**src/rtl/btn_press_pkg.sv**
```systemverilog
// Shared types and helpers for the button press counter.
// Holds the debounce FSM state encoding and debounce length calculation.
package btn_press_pkg;

  typedef enum logic [1:0] {
    LOW,
    WAIT_HIGH,
    HIGH,
    WAIT_LOW
  } db_state_t;

  // Debounce length in clock cycles, never below one.
  function automatic int calc_db_cycles(
    input real t_s,
    input int  f_hz
  );
    int c;
    c = int'(t_s * real'(f_hz));
    return (c < 1) ? 1 : c;
  endfunction

endpackage

```
**src/rtl/debouncer.sv**
```systemverilog
// Button debouncer: optional synchronizer, debounce FSM, rising-edge pulse.
// Macro BTN_SYNC_EN inserts a 2-flop synchronizer ahead of the FSM.
module debouncer
  import btn_press_pkg::*;
#(
  parameter int  CLK_FREQ = 100_000_000,
  parameter real DB_TIME  = 0.020
) (
  input  logic clk,
  input  logic reset,
  input  logic in,
  output logic db,
  output logic press
);

  localparam int DB_CYCLES = calc_db_cycles(DB_TIME, CLK_FREQ);
  localparam int TW        = $clog2(DB_CYCLES + 1);
  localparam logic [TW-1:0] W_LAST = TW'(DB_CYCLES - 1);
  localparam logic [TW-1:0] W_ONE  = TW'(1);

  logic          w_btn_s;
  db_state_t     r_state;
  db_state_t     w_state_nxt;
  logic [TW-1:0] r_timer;
  logic [TW-1:0] w_timer_nxt;
  logic          r_db;
  logic          w_db_nxt;
  logic          r_db_q;

`ifdef BTN_SYNC_EN
  logic r_sync1;
  logic r_sync2;

  // Two-flop synchronizer for the asynchronous pin.
  always_ff @(posedge clk) begin
    if (reset) begin
      r_sync1 <= 1'b0;
      r_sync2 <= 1'b0;
    end else begin
      r_sync1 <= in;
      r_sync2 <= r_sync1;
    end
  end

  assign w_btn_s = r_sync2;
`else
  assign w_btn_s = in;
`endif

  // FSM state, qualification timer and debounced level.
  always_ff @(posedge clk) begin
    if (reset) begin
      r_state <= LOW;
      r_timer <= '0;
      r_db    <= 1'b0;
    end else begin
      r_state <= w_state_nxt;
      r_timer <= w_timer_nxt;
      r_db    <= w_db_nxt;
    end
  end

  // Next state: a level must hold for DB_CYCLES samples to be accepted.
  always_comb begin
    w_state_nxt = r_state;
    w_timer_nxt = r_timer;
    w_db_nxt    = r_db;
    unique case (r_state)
      LOW: begin
        if (w_btn_s) begin
          w_state_nxt = WAIT_HIGH;
          w_timer_nxt = W_ONE;
        end
      end
      WAIT_HIGH: begin
        if (!w_btn_s) begin
          w_state_nxt = LOW;
          w_timer_nxt = '0;
        end else if (r_timer >= W_LAST) begin
          w_state_nxt = HIGH;
          w_timer_nxt = '0;
          w_db_nxt    = 1'b1;
        end else begin
          w_timer_nxt = r_timer + W_ONE;
        end
      end
      HIGH: begin
        if (!w_btn_s) begin
          w_state_nxt = WAIT_LOW;
          w_timer_nxt = W_ONE;
        end
      end
      WAIT_LOW: begin
        if (w_btn_s) begin
          w_state_nxt = HIGH;
          w_timer_nxt = '0;
        end else if (r_timer >= W_LAST) begin
          w_state_nxt = LOW;
          w_timer_nxt = '0;
          w_db_nxt    = 1'b0;
        end else begin
          w_timer_nxt = r_timer + W_ONE;
        end
      end
      default: begin
        w_state_nxt = LOW;
        w_timer_nxt = '0;
        w_db_nxt    = 1'b0;
      end
    endcase
  end

  // Delayed level for rising-edge detection.
  always_ff @(posedge clk) begin
    if (reset) begin
      r_db_q <= 1'b0;
    end else begin
      r_db_q <= r_db;
    end
  end

  assign db    = r_db;
  assign press = r_db & ~r_db_q;

endmodule

```
**src/rtl/btn_press_counter.sv**
```systemverilog
// Debounced button press counter shown on a 4-bit LED bank.
// Build with BTN_SYNC_EN when btn comes straight from a board pin.
module btn_press_counter
  import btn_press_pkg::*;
#(
  parameter int  CLK_FREQ = 100_000_000,
  parameter real DB_TIME  = 0.020
) (
  input  logic       clk,
  input  logic       reset,
  input  logic       btn,
  output logic [3:0] led
);

  logic       w_db;
  logic       w_press;
  logic [3:0] r_led;

  debouncer #(
    .CLK_FREQ (CLK_FREQ),
    .DB_TIME  (DB_TIME)
  ) u_db (
    .clk   (clk),
    .reset (reset),
    .in    (btn),
    .db    (w_db),
    .press (w_press)
  );

  // Count presses; the 4-bit counter wraps naturally.
  always_ff @(posedge clk) begin
    if (reset) begin
      r_led <= 4'd0;
    end else if (w_press && w_db) begin
      r_led <= r_led + 4'd1;
    end
  end

  assign led = r_led;

endmodule

```
**config.mk**
```make
export PLATFORM = sky130hd
export DESIGN_NAME = btn_press_counter
export DESIGN_NICKNAME = d
export VERILOG_FILES = /design/src/rtl/btn_press_pkg.sv /design/src/rtl/debouncer.sv /design/src/rtl/btn_press_counter.sv
export SDC_FILE = /design/constraint.sdc
export NUM_CORES = 1
export LEC_CHECK = 0
export ABC_AREA = 0
export ABC_CLOCK_PERIOD_IN_PS = 3500
export CAP_MARGIN = 20
export CORE_MARGIN = 2
export CORE_UTILIZATION = 48
export CTS_CLUSTER_SIZE = 14
export DETAILED_ROUTE_END_ITERATION = 12
export GPL_ROUTABILITY_DRIVEN = 0
export HOLD_SLACK_MARGIN = 0.03
export PLACE_DENSITY_LB_ADDON = 0.08
export SKIP_CTS_REPAIR_TIMING = 1
export SYNTH_ARGS = -nofsm -noshare
export SYNTH_HDL_FRONTEND = slang
export SYNTH_SLANG_ARGS = --single-unit
```
**constraint.sdc**
```tcl
create_clock -name clk -period 3.5 [get_ports clk]
set_input_delay 0.525 -clock clk [delete_from_list [all_inputs] [get_ports clk]]
set_output_delay 0.525 -clock clk [all_outputs]
set_load 0.05 [all_outputs]
```
* Yosys cells after proc, flatten, opt, wreduce, memory -nomap -nowiden
Cells that the tools add are included.
** Storage, ports and cells
- Register bits :: 29
- Bits in latches :: 0
- Memory bits (writable) :: 0
- ROM bits :: 0
- Input bits :: 3
- Output and inout port bits :: 4
- Logic and storage cells :: 45
- Memories kept :: 0
** Operators by class
- Add/sub/neg operators :: 2
- Multiply operators :: 0
- Divide/modulo/power cells :: 0
- Order comparisons :: 1
- Equal/unequal tests :: 11
- Shift-type cells :: 0
- Muxes and demuxes :: 18
- Bitwise logic cells :: 2
- Reductions and logical operators :: 6
** Operators with widths (count)
- $mux 21 :: 5
- $pmux 21 s4 :: 1
- $add 21x1->21 const B :: 1
- $ge 21x21->1 const B :: 1
- $mux 2 :: 6
- $ne 2x2->1 const B :: 4
- $pmux 2 s4 :: 1
- $ne 3x2->1 const B :: 2
- $reduce_and 5->1 :: 1
- $add 4x1->4 const B :: 1
- $eq 2x2->1 const B :: 2
- $mux 1 :: 4
- $ne 2x1->1 const B :: 2
- $reduce_and 4->1 :: 1
- $eq 2x1->1 const B :: 1
- $logic_not 2->1 :: 1
- $pmux 1 s2 :: 1
- $reduce_and 2->1 :: 1
- $reduce_bool 2->1 :: 1
- $and 1x1->1 :: 1
- $logic_and 1x1->1 :: 1
- $not 1->1 :: 1

* Logic depth before layout (Yosys ltp)
- Depth after elaboration :: 4
- Depth in mapped cells :: 8
- Gate-level depth less buffers :: 6

* Modules after synthesis
A second synthesis with hierarchy kept.
** Unflattened totals
- Cell total of the unflattened synthesis :: 182
- Area total of the unflattened synthesis :: 1596.5 um^2
** By module, submodules not included
- debouncer :: times used 1, cells each 164, area each 1432.6 um^2, sequential area each 500.5 um^2
- btn_press_counter :: times used 1, cells each 18, area each 163.9 um^2, sequential area each 80.1 um^2

* Worst setup path after synthesis
No wires, ideal clock.
- Path kind :: input to register
- Start :: input port btn
- End :: register u_db.r_timer[18]
- Library setup time :: 0.093 ns
- Data arrival time :: 1.700 ns
- Data required time :: 3.407 ns
- Slack :: 1.707 ns
- Stages on the path :: 6
- Buffers on the path :: 0
- Cell sequence :: xor2_2 -> and2_1 -> o21ai_1 -> nor3_1 -> nand2b_1 -> o311ai_2
** Between the ends
- Cells in the longest elaborated chain, start to end :: 2
- Elaborated cells on any way between the ends :: 6
- Classes of those cells :: 2 x eq/ne; 3 x mux; 1 x reduce/logical
** RTL lines
- start: declaration :: RTL line btn_press_counter.sv:11 : input logic btn,
- $mux 21 (tied with other cells) :: RTL line debouncer.sv:94 : if (w_btn_s) begin
- $pmux 21 s4 / $reduce_and 2->1 (equally long branches)
- end signal: assignment :: RTL line debouncer.sv:58 : r_timer <= w_timer_nxt;
- end: declaration :: RTL line debouncer.sv:24 : logic [TW-1:0] r_timer;
Several ways; a longest one is shown, not always the timed one.
A chain may end at the register's enable or synchronous reset.

* Final worst setup path
- Start :: input port btn
- End :: register u_db.r_timer[13]
The elaborated chain is that of the path after synthesis.

==> metrics.md <==
| Metric | Value |
|---|---|
| Outcome | completed |
| CP endpoint kind | flop |
| Drt first pass iters | 4 |
| Cell Rows | 20 |
| Top Ports | 7 |
| Inserted Clock Buffers | 5 |
| R2r worst-path depth | 7 |
| Worst setup path startpoint | btn |
| Die area | ~0.0037 mm^2 |
| Max VDD drop | 0.0001770 V |
| Antenna diodes | 0 |
| H-tree levels | 2 |
| Vias in the first global route | 1,302 |
| Cell Area, Synth | 0.001541 mm^2 |
| Chip height | 60.67 um |
| Number of flops mapped to enable cells by yosys | 0 |
| Share of the synthesized area in the top cell type | 37.66% |
| CP startpoint kind | primary input |
| Post-Syn Nets | 188 |
| RSZ-0062 raised after global routing | no |
| Hold_sp | u_db.db |
| WP buf/inv | 2 |
| Via count | 1,354 |
| CTS tree | yes |
| Crit-path cells | clkdlybuf4s50_1 > xor2_2 > and2_1 > o21ai_1 > nor4_4 > buf_4 > o21ai_0 > a31oi_1 |
| Die Wd | 60.67 um |
| Crit Path Max Fanout | 18 |
| Worst EP required | about 3.8 ns |
| Worst-Skew Late Latency | 0.34 ns |
| # nets final | 196 |
| Clk_skew | 0.01033 ns |
| Top FF cell, synth | dfxtp_1 |
| Leak Pwr | 0.5397 nW |
| Total chip power | 0.0005668 W |
| DRC viols | 0 |
| Setup_tns | 0 ns |
| First-pass GRT wire length | 5.892 mm |
| Input/output buffers | 6 |
| Max-slew violations | 0 |
| Cell taking the most area after synthesis | dfxtp_1 |
| Worst Hold Class | flop to flop |
| Vias/cell | 5.737 |
| Mapped Cells | 183 |
| Detailed Place HPWL | about 2.4 mm |
| Crit Path Class | primary input to flop |
| Final period utilization | 67.58% |
| Synth Register Bits | 29 |
| Syn avg cell area | between 8 and 9 um^2 |
| Drt total wl | 3.471 mm |
| Worst r2r src | u_db.r_timer[15] |
| Dominant cells by area after synthesis | dfxtp_1 38%, a31oi_1 5.7%, nand2_1 4.4% |
| Final setup violation count | 0 |
| Slowest CP cell | clkdlybuf4s50_1 |
| Largest net degree at the start of global routing | 19 |
| Maximum clock frequency | 0.4228 GHz |
| Gr usage total | between 20% and 30% |
| Share of layout cells above drive strength 1 | 9.375% |
| Initial drt markers | 93 |
| Total stage count of the critical path | 8 |
| Starting Density | between 50% and 60% |
| Largest stage delay on the critical path | 0.55 ns |
| DRT antenna net count | 0 |
| Netlist cell types | 44 |
| Tmin final | about 2.4 ns |
| Seq/Total Area, Yosys | 37.66% |
| DR WL/cell | 14.71 um |
| Most common cell after layout, fill and taps aside | dfxtp_1 |
| Clock Tree Root | clkbuf_4 |
| Hold Crit Depth | 1 |
| Clock sink count | 29 |
| Antenna violations before repair | 0 |
| Most frequent cells in the layout | 29 x dfxtp_1, 18 x nand2_1, 14 x a31oi_1 |
| Gr ovfl total | 0 |
| Final Hold Vio Count | 0 |
| Maximum root-to-sink buffer count | 2 |
| Ys async rst share | 0% |
| Power per standard cell area | 335.8 mW/mm^2 |
| Max-Cap Viols | 0 |
| Critical path arrival | 2.63 ns |
| Crit path max-delay family | buffers and inverters |
| Area growth from synthesis to layout | 9.497% |
| Core Area | approximately 0.0031 mm^2 |
| Clk slew on worst S/H paths | 0.11 ns |
| Yosys warnings | 0 |
| Rel. slew slack | 61.81% |
| Least-Margin Pin Slew | 0.5685 ns |
==> synthesized netlist by cell type, types with 5 or more instances <==
cell / n
a21oi_1: 10
dfxtp_1: 29
nor2_1: 13
inv_1: 6
nor3_1: 5
o21ai_0: 7
nand3_1: 10
nand4_1: 6
nand2_1: 18
a31oi_1: 14
xor2_1: 5
==> cell type report <==
cell class	instances	area, um^2
Multi-Input combinational cell	140	892.1
Inverter	6	22.52
Tap cell	44	55.05
Fill cell	324	1365
Sequential cell	29	580.6
Clock inverter	3	17.52
Clock buffer	5	37.54
Timing Repair Buffer	9	82.58
==> worst paths after layout <==
check                           to  slack [ns]
setup / recovery  u_db.r_timer[13]        1.13
hold / removal         u_db.r_db_q        0.47
setup reg to reg  u_db.r_timer[16]        1.23
hold reg to reg        u_db.r_db_q        0.47
==> report_power, final <==
part / switching [W] / leakage (nW) / internal, W
Clock: 0.000129 / 0.0310 / 0.0000756
Combinational: 0.0000169 / 0.275 / 0.0000107
Sequential: 0.00000233 / 0.234 / 0.000332
Total: 0.000149 / 0.540 / 0.000418
==> routing by layer <==
| metal | track usage [%] | vias to the layer above | part of all wire [%] |
|---|---|---|---|
| met5 | 0 | - | 0 |
| met4 | 11.49 | 0 | 2.1 |
| met3 | 4.478 | 8 | 3.5 |
| met2 | 34.41 | 18 | 47 |
| met1 | 28.01 | 644 | 47 |
| li1 | - | 684 | - |
==> registers in the layout, summed over array words and instances, names as in the netlist, named ones only <==
name / flops
u_db.r_state: 1
u_db.r_timer: 21
u_db.db: 1
led: 4
u_db.r_db_q: 1
==> cell families (layout without fill, tap and decap cells) <==
logic type / after synthesis / in the layout / synth area share (%)
flip-flops: 29 / 29 / 37.66
adder cells (fa/ha/maj): 2 / 2 / 1.623
buffers and inverters: 14 / 23 / 4.464
XOR/XNOR: 7 / 7 / 4.465
AND/OR/NAND/NOR: 82 / 82 / 30.52
AO/OA/AOI/OAI: 46 / 46 / 19.32
multiplexers: 3 / 3 / 1.948
==> stage by stage <==
| step | util, % | area (um^2) | setup WS (ns) | instances | hold slack, ns |
|---|---|---|---|---|---|
| 2_1_floorplan | - | 1541 | 1.707 | 183 | 0.4317 |
| 3_3_place_gp | 53.48 | 1633 | 0.8753 | 228 | 0.4622 |
| 3_5_place_dp | 53.48 | 1633 | 0.8083 | 228 | 0.4691 |
| 4_1_cts | 55.29 | 1688 | 1.152 | 236 | 0.4842 |
| 5_1_grt | 55.29 | 1688 | 0.9243 | 236 | 0.4919 |
| 6_report | 55.29 | 1688 | 1.135 | 236 | 0.4718 |
Note: power is estimated with default switching activity, not from simulation.
==> patch 1 (config.mk and constraints unchanged) <==
`CLK_FREQ` is set to 100_000_000 in 2 places; all go to 200_000_000.
--- a/src/rtl/debouncer.sv
+++ b/src/rtl/debouncer.sv
@@ -3,7 +3,7 @@
 module debouncer
   import btn_press_pkg::*;
 #(
-  parameter int  CLK_FREQ = 100_000_000,
+  parameter int  CLK_FREQ = 200_000_000,
   parameter real DB_TIME  = 0.020
 ) (
   input  logic clk,
--- a/src/rtl/btn_press_counter.sv
+++ b/src/rtl/btn_press_counter.sv
@@ -3,7 +3,7 @@
 module btn_press_counter
   import btn_press_pkg::*;
 #(
-  parameter int  CLK_FREQ = 100_000_000,
+  parameter int  CLK_FREQ = 200_000_000,
   parameter real DB_TIME  = 0.020
 ) (
   input  logic       clk,
Behaviour: no difference found for any inputs over 10 cycles, from zero or initial values and one cycle with reset high; that may be too few to reach the edited logic, so the function may still have changed.
==> patch 1 against the original RTL <==
- total power increased by 6.0%
- sequential share of layout area is 0.11 points higher
- core utilization is 1.3 points higher
- global-route usage shrank 0.26 points
- synthesized area increased by 1.9%
- count of clock-buffer cells in the layout increased by 2
- largest power group unchanged
- final area grew 3.1%
- highest routed layer unchanged
- sequential cell count up 1
- combinational power up 23%
- worst setup slack worse by 0.024 ns
- via count up 4.1%
- fmax shrank 1.0%
- routed wire length rose by 2.9%
==> patch 1: results (changes against the original RTL) <==
run_status:
  status: "finished clean"  # unchanged
routing:
  drtIter0Drc: 122  # was 93
  avgViaCountPerCell: 5.945  # was 5.737
  num_vias: 1409  # was 1,354
  ant_nets: 0  # unchanged
  totalWireLength_um: 3570  # was 3471 um
  drt-pass1-iter-count: 4  # unchanged
clocking:
  cts_buffers: 5  # unchanged
  cts_buffer_depth: 2  # unchanged
  htree_levels: 2  # unchanged
pwr:
  leakage_uw: 0.0006035  # was 0.0005397 uW
  peakVddDrop_mv: 0.2391  # was 0.1770 mV
setup_path:
  crit_arrival_ns: 2.67  # was 2.63 ns
  cpPeakStageDelay_ns: 0.57  # was 0.55 ns
  critical_path.top_delay_family: "compound AO/OA/AOI/OAI gates"  # was buffers and inverters
  critPathMaxFanout: 17  # was 18
synthesis:
  yosysWarningCount: 0  # unchanged
  ys_types: 41  # was 44
  avgSynthCellArea_um2: 8.628  # was 8.423 um^2
  syn_nets: 187  # was 188
  synthTopCellsByCount: "dfxtp_1, nor2_1, nand3_1"  # was dfxtp_1, nand2_1, a31oi_1
  synthTopCellsByArea: "dfxtp_1, a31oi_1, nand4_1"  # was dfxtp_1, a31oi_1, nand2_1
  synth_edf_count: 0  # unchanged
  synth-seq-area-share: 0.3825  # was 0.3766
layout:
  num-nets-final: 197  # was 196
  largest_reg_flops: 22  # was 21
  drive_above_1_share: 0.1036  # was 0.09375
  nFillCells: 302  # was 324
  largest-register: "u_db.r_timer"  # unchanged
  diodes: 0  # unchanged
placement:
  detailed_place_hpwl_um: 2364  # was 2446 um
  place_inst: 229  # was 228
sta:
  finalClockSkew_ns: 0.004033  # was 0.01033 ns
  worstMarginPinSlew_ns: 0.5800  # was 0.5685 ns
grt:
  use_met2: 0.3298  # was 0.3441
  grt_max_degree: 28  # was 19
  grt_pass1_wl_um: 5865  # was 5892 um
  gr-usage-all-layers: 0.2153  # was 0.2179
  grt_pass1_vias: 1248  # was 1,302
  grt_use_met3: 0.05042  # was 0.04478
  grtUsageMet1: 0.2967  # was 0.2801
[patch 1: layout make-up]
class                      count  area (um^2)  share of cell area
tap                           44        55.05             0.03163
multi-input combinational    135        897.1              0.5155
clock buffer                   7        55.05             0.03163
inverter                      10        37.54             0.02157
sequential                    30        600.6              0.3451
timing repair buffer          10        90.09             0.05176
clock inverter                 1        5.005            0.002876
[patch 1: logic make-up (layout without fill, tap and decap cells)]
family,after synthesis,after routing,synth area share
AOI/OAI and AO/OA,46,46,0.2096
xor gates and xnor gates,9,9,0.05498
adders and majority gates,2,2,0.01593
buffers and inverters,17,28,0.04622
DFF,30,30,0.3825
muxes,2,2,0.01275
and+or+nand+nor,76,76,0.2781
[patch 1: path summary, 6_finish.rpt]
check                                              startpoint                             to  depth (start not counted)
worst min register to register  u_db.r_timer[21]$_SDFFE_PP0P_  u_db.r_timer[21]$_SDFFE_PP0P_                          2
worst min-delay path            u_db.r_timer[21]$_SDFFE_PP0P_  u_db.r_timer[21]$_SDFFE_PP0P_                          2
worst max-delay path                                      btn  u_db.r_timer[12]$_SDFFE_PP0P_                          6
worst max register to register  u_db.r_timer[18]$_SDFFE_PP0P_  u_db.r_timer[12]$_SDFFE_PP0P_                          5
[patch 1: per-layer routing]
| metal | vias up | wire, um |
|---|---|---|
| met5 | - | 0 |
| met4 | 0 | 31 |
| met3 | 4 | 129 |
| met2 | 32 | 1551 |
| met1 | 666 | 1858 |
| li1 | 707 | - |
[patch 1: stage by stage]
stage | power (uW) | setup WS, ns | hold slack, ns
2_1_floorplan | 375.9 | 1.614 | 0.4538
3_3_place_gp | 386.3 | 0.9000 | 0.4757
5_1_grt | 628.2 | 1.042 | 0.5260
6_report | 600.6 | 1.110 | 0.4960
4_1_cts | 602.9 | 1.154 | 0.5008
3_5_place_dp | 386.8 | 0.8137 | 0.4804
[patch 1: power by group]
part | switching, uW | internal, uW | total, uW | leakage, uW
sequential | 2.72 | 343 | 346 | 0.000242
clock | 124 | 97.3 | 221 | 0.0000353
combinational | 22.7 | 11.3 | 34.0 | 0.000326
[patch 1: worst reg2reg max path, delay by kind of cell, from the launching register on]
| kind | cells | cell delay, ns |
|---|---|---|
| flops | 1 | 0.44 |
| compound gates | 3 | 1.31 |
| simple gates | 2 | 0.43 |
==> patch 2 (same settings) <==
Made on the original files. Register the output `led` once more; this adds one clock of latency there.
--- a/src/rtl/btn_press_counter.sv
+++ b/src/rtl/btn_press_counter.sv
@@ -36,7 +36,9 @@
     end
   end
 
-  assign led = r_led;
+  always_ff @(posedge clk) begin
+    led <= r_led;
+  end
 
 endmodule
 
Check against the original RTL: no difference found for any inputs over 10 cycles, from zero or initial values and one cycle with reset high; that may be too few to reach the edited logic, so the function may still have changed.
==> patch 2 against the original RTL <==
- die area grew 10%
- worst setup slack lost 0.0077 ns
- sequential cell count grew 4
- cell count grew 10%
- final area grew 11%
- routed wire length grew 12%
- non-clock buffer count is the same
- via count grew 17%
- clock skew shrank 0.0020 ns
- synthesized area grew 11%
- critical path type unchanged
Power is not compared: it rests on default switching activity, and its combinational part moved more than twofold at a synthesized area within 25%.
==> patch 2: results (changes against the original RTL) <==
run_status:
  status: "finished clean"  # unchanged
grt:
  grt_pass1_wl_um: 7058  # was 5892 um
  grt_use_met3: 0.05634  # was 0.04478
  antenna_found_initial: 0  # unchanged
  gr-usage-all-layers: 0.2196  # was 0.2179
  grt_max_degree: 29  # was 19
  use_met2: 0.3289  # was 0.3441
  grt_pass1_vias: 1477  # was 1,302
  grtUsageMet1: 0.3052  # was 0.2801
synthesis:
  ys_types: 50  # was 44
  synthTopCellsByCount: "dfxtp_1, nand3_1, nand2_1"  # was dfxtp_1, nand2_1, a31oi_1
  syn_nets: 209  # was 188
  synth-seq-area-share: 0.3854  # was 0.3766
  synth_cells: 204  # was 183
  synthTopCellsByArea: "dfxtp_1, nand3_1, a31oi_1"  # was dfxtp_1, a31oi_1, nand2_1
sta:
  whs_ns: 0.3782  # was 0.4718 ns
  slew_headroom: 0.5896  # was 0.6181
  finalClockSkew_ns: 0.008292  # was 0.01033 ns
setup_path:
  cpPeakStageDelay_ns: 0.47  # was 0.55 ns
  critPathMaxFanout: 25  # was 18
  slowest_stage: "clkdlybuf4s50_1"  # unchanged
  critical_path.top_delay_family: "simple AND/OR/NAND/NOR gates"  # was buffers and inverters
  rrSetupSlack_ns: 1.20  # was 1.23 ns
  reg2reg_depth: 6  # was 7
routing:
  num_vias: 1579  # was 1,354
  totalWireLength_um: 3904  # was 3471 um
  drtIter0Drc: 154  # was 93
  drt-pass1-iter-count: 5  # was 4
pwr:
  peakVddDrop_mv: 0.1822
  leakage_uw: 0.0005954
layout:
  nFillCells: 317  # was 324
  num-nets-final: 218  # was 196
  drive_above_1_share: 0.1075  # was 0.09375
  layoutNonFillerInstCount: 260  # was 236
clocking:
  cts-root-buf: "clkbuf_4"  # unchanged
  cts_buffers: 5  # unchanged
  cts_buffer_depth: 2  # unchanged
worst_hold_path:
  hp-class: "reg -> reg"  # unchanged
  hold_path_depth: 0  # was 1
placement:
  placed_cell_area_um2: 1795  # was 1633 um^2
  place_inst: 251  # was 228
  io_buffers: 6  # unchanged
  detailed_place_hpwl_um: 2853  # was 2446 um
  pre_cts_slack_ns: 0.8043  # was 0.8083 ns
[patch 2: cell count changes after synthesis, moves of 3 or more]
cell / delta
dfxtp_1: +4
o21ai_1: -3
nand3_1: +12
nor2_1: +3
a21oi_1: -8
nand2b_1: -3
xnor2_1: +4
o211ai_1: +4
a41oi_1: +3
[patch 2: kinds of logic (layout without fill, tap and decap cells)]
group	Yosys count	count (layout)	synth area share
xor+xnor	8	8	0.04088
fa+ha+maj	2	2	0.01460
buf+inv	14	24	0.04526
compound gates	49	49	0.1993
mux	1	1	0.005840
simple gates	97	97	0.3088
flops	33	33	0.3854
[patch 2: per-layer routing]
metal | up-vias | share of wire
met3 | 7 | 0.053
met2 | 41 | 0.45
met4 | 0 | 0.018
li1 | 792 | -
met1 | 739 | 0.48
met5 | - | 0
[patch 2: report_power, final]
part           internal, uW  switching, uW  total [uW]
Combinational          40.8           61.5         102
Sequential              395           16.5         411
Clock                  75.6            132         208
Total                   511            210         721
[patch 2: layout make-up]
class	count	area [um^2]	area share
timing repair buffer	9	90.09	0.04829
inverter	7	26.28	0.01408
sequential	33	660.6	0.3541
tap	46	57.56	0.03085
clock inverter	3	17.52	0.009390
clock buffer	5	37.54	0.02012
multi-input combinational	157	975.9	0.5231
[patch 2: path summary, 6_finish.rpt]
| check | from | to |
|---|---|---|
| worst max register to register | u_db.r_timer[15]$_SDFFE_PP0P_ | u_db.r_timer[13]$_SDFFE_PP0P_ |
| worst max-delay path | btn | u_db.r_timer[16]$_SDFFE_PP0P_ |
| worst min-delay path | r_led[3]$_SDFFE_PP0P_ | led[3]$_DFF_P_ |
| worst min register to register | r_led[3]$_SDFFE_PP0P_ | led[3]$_DFF_P_ |
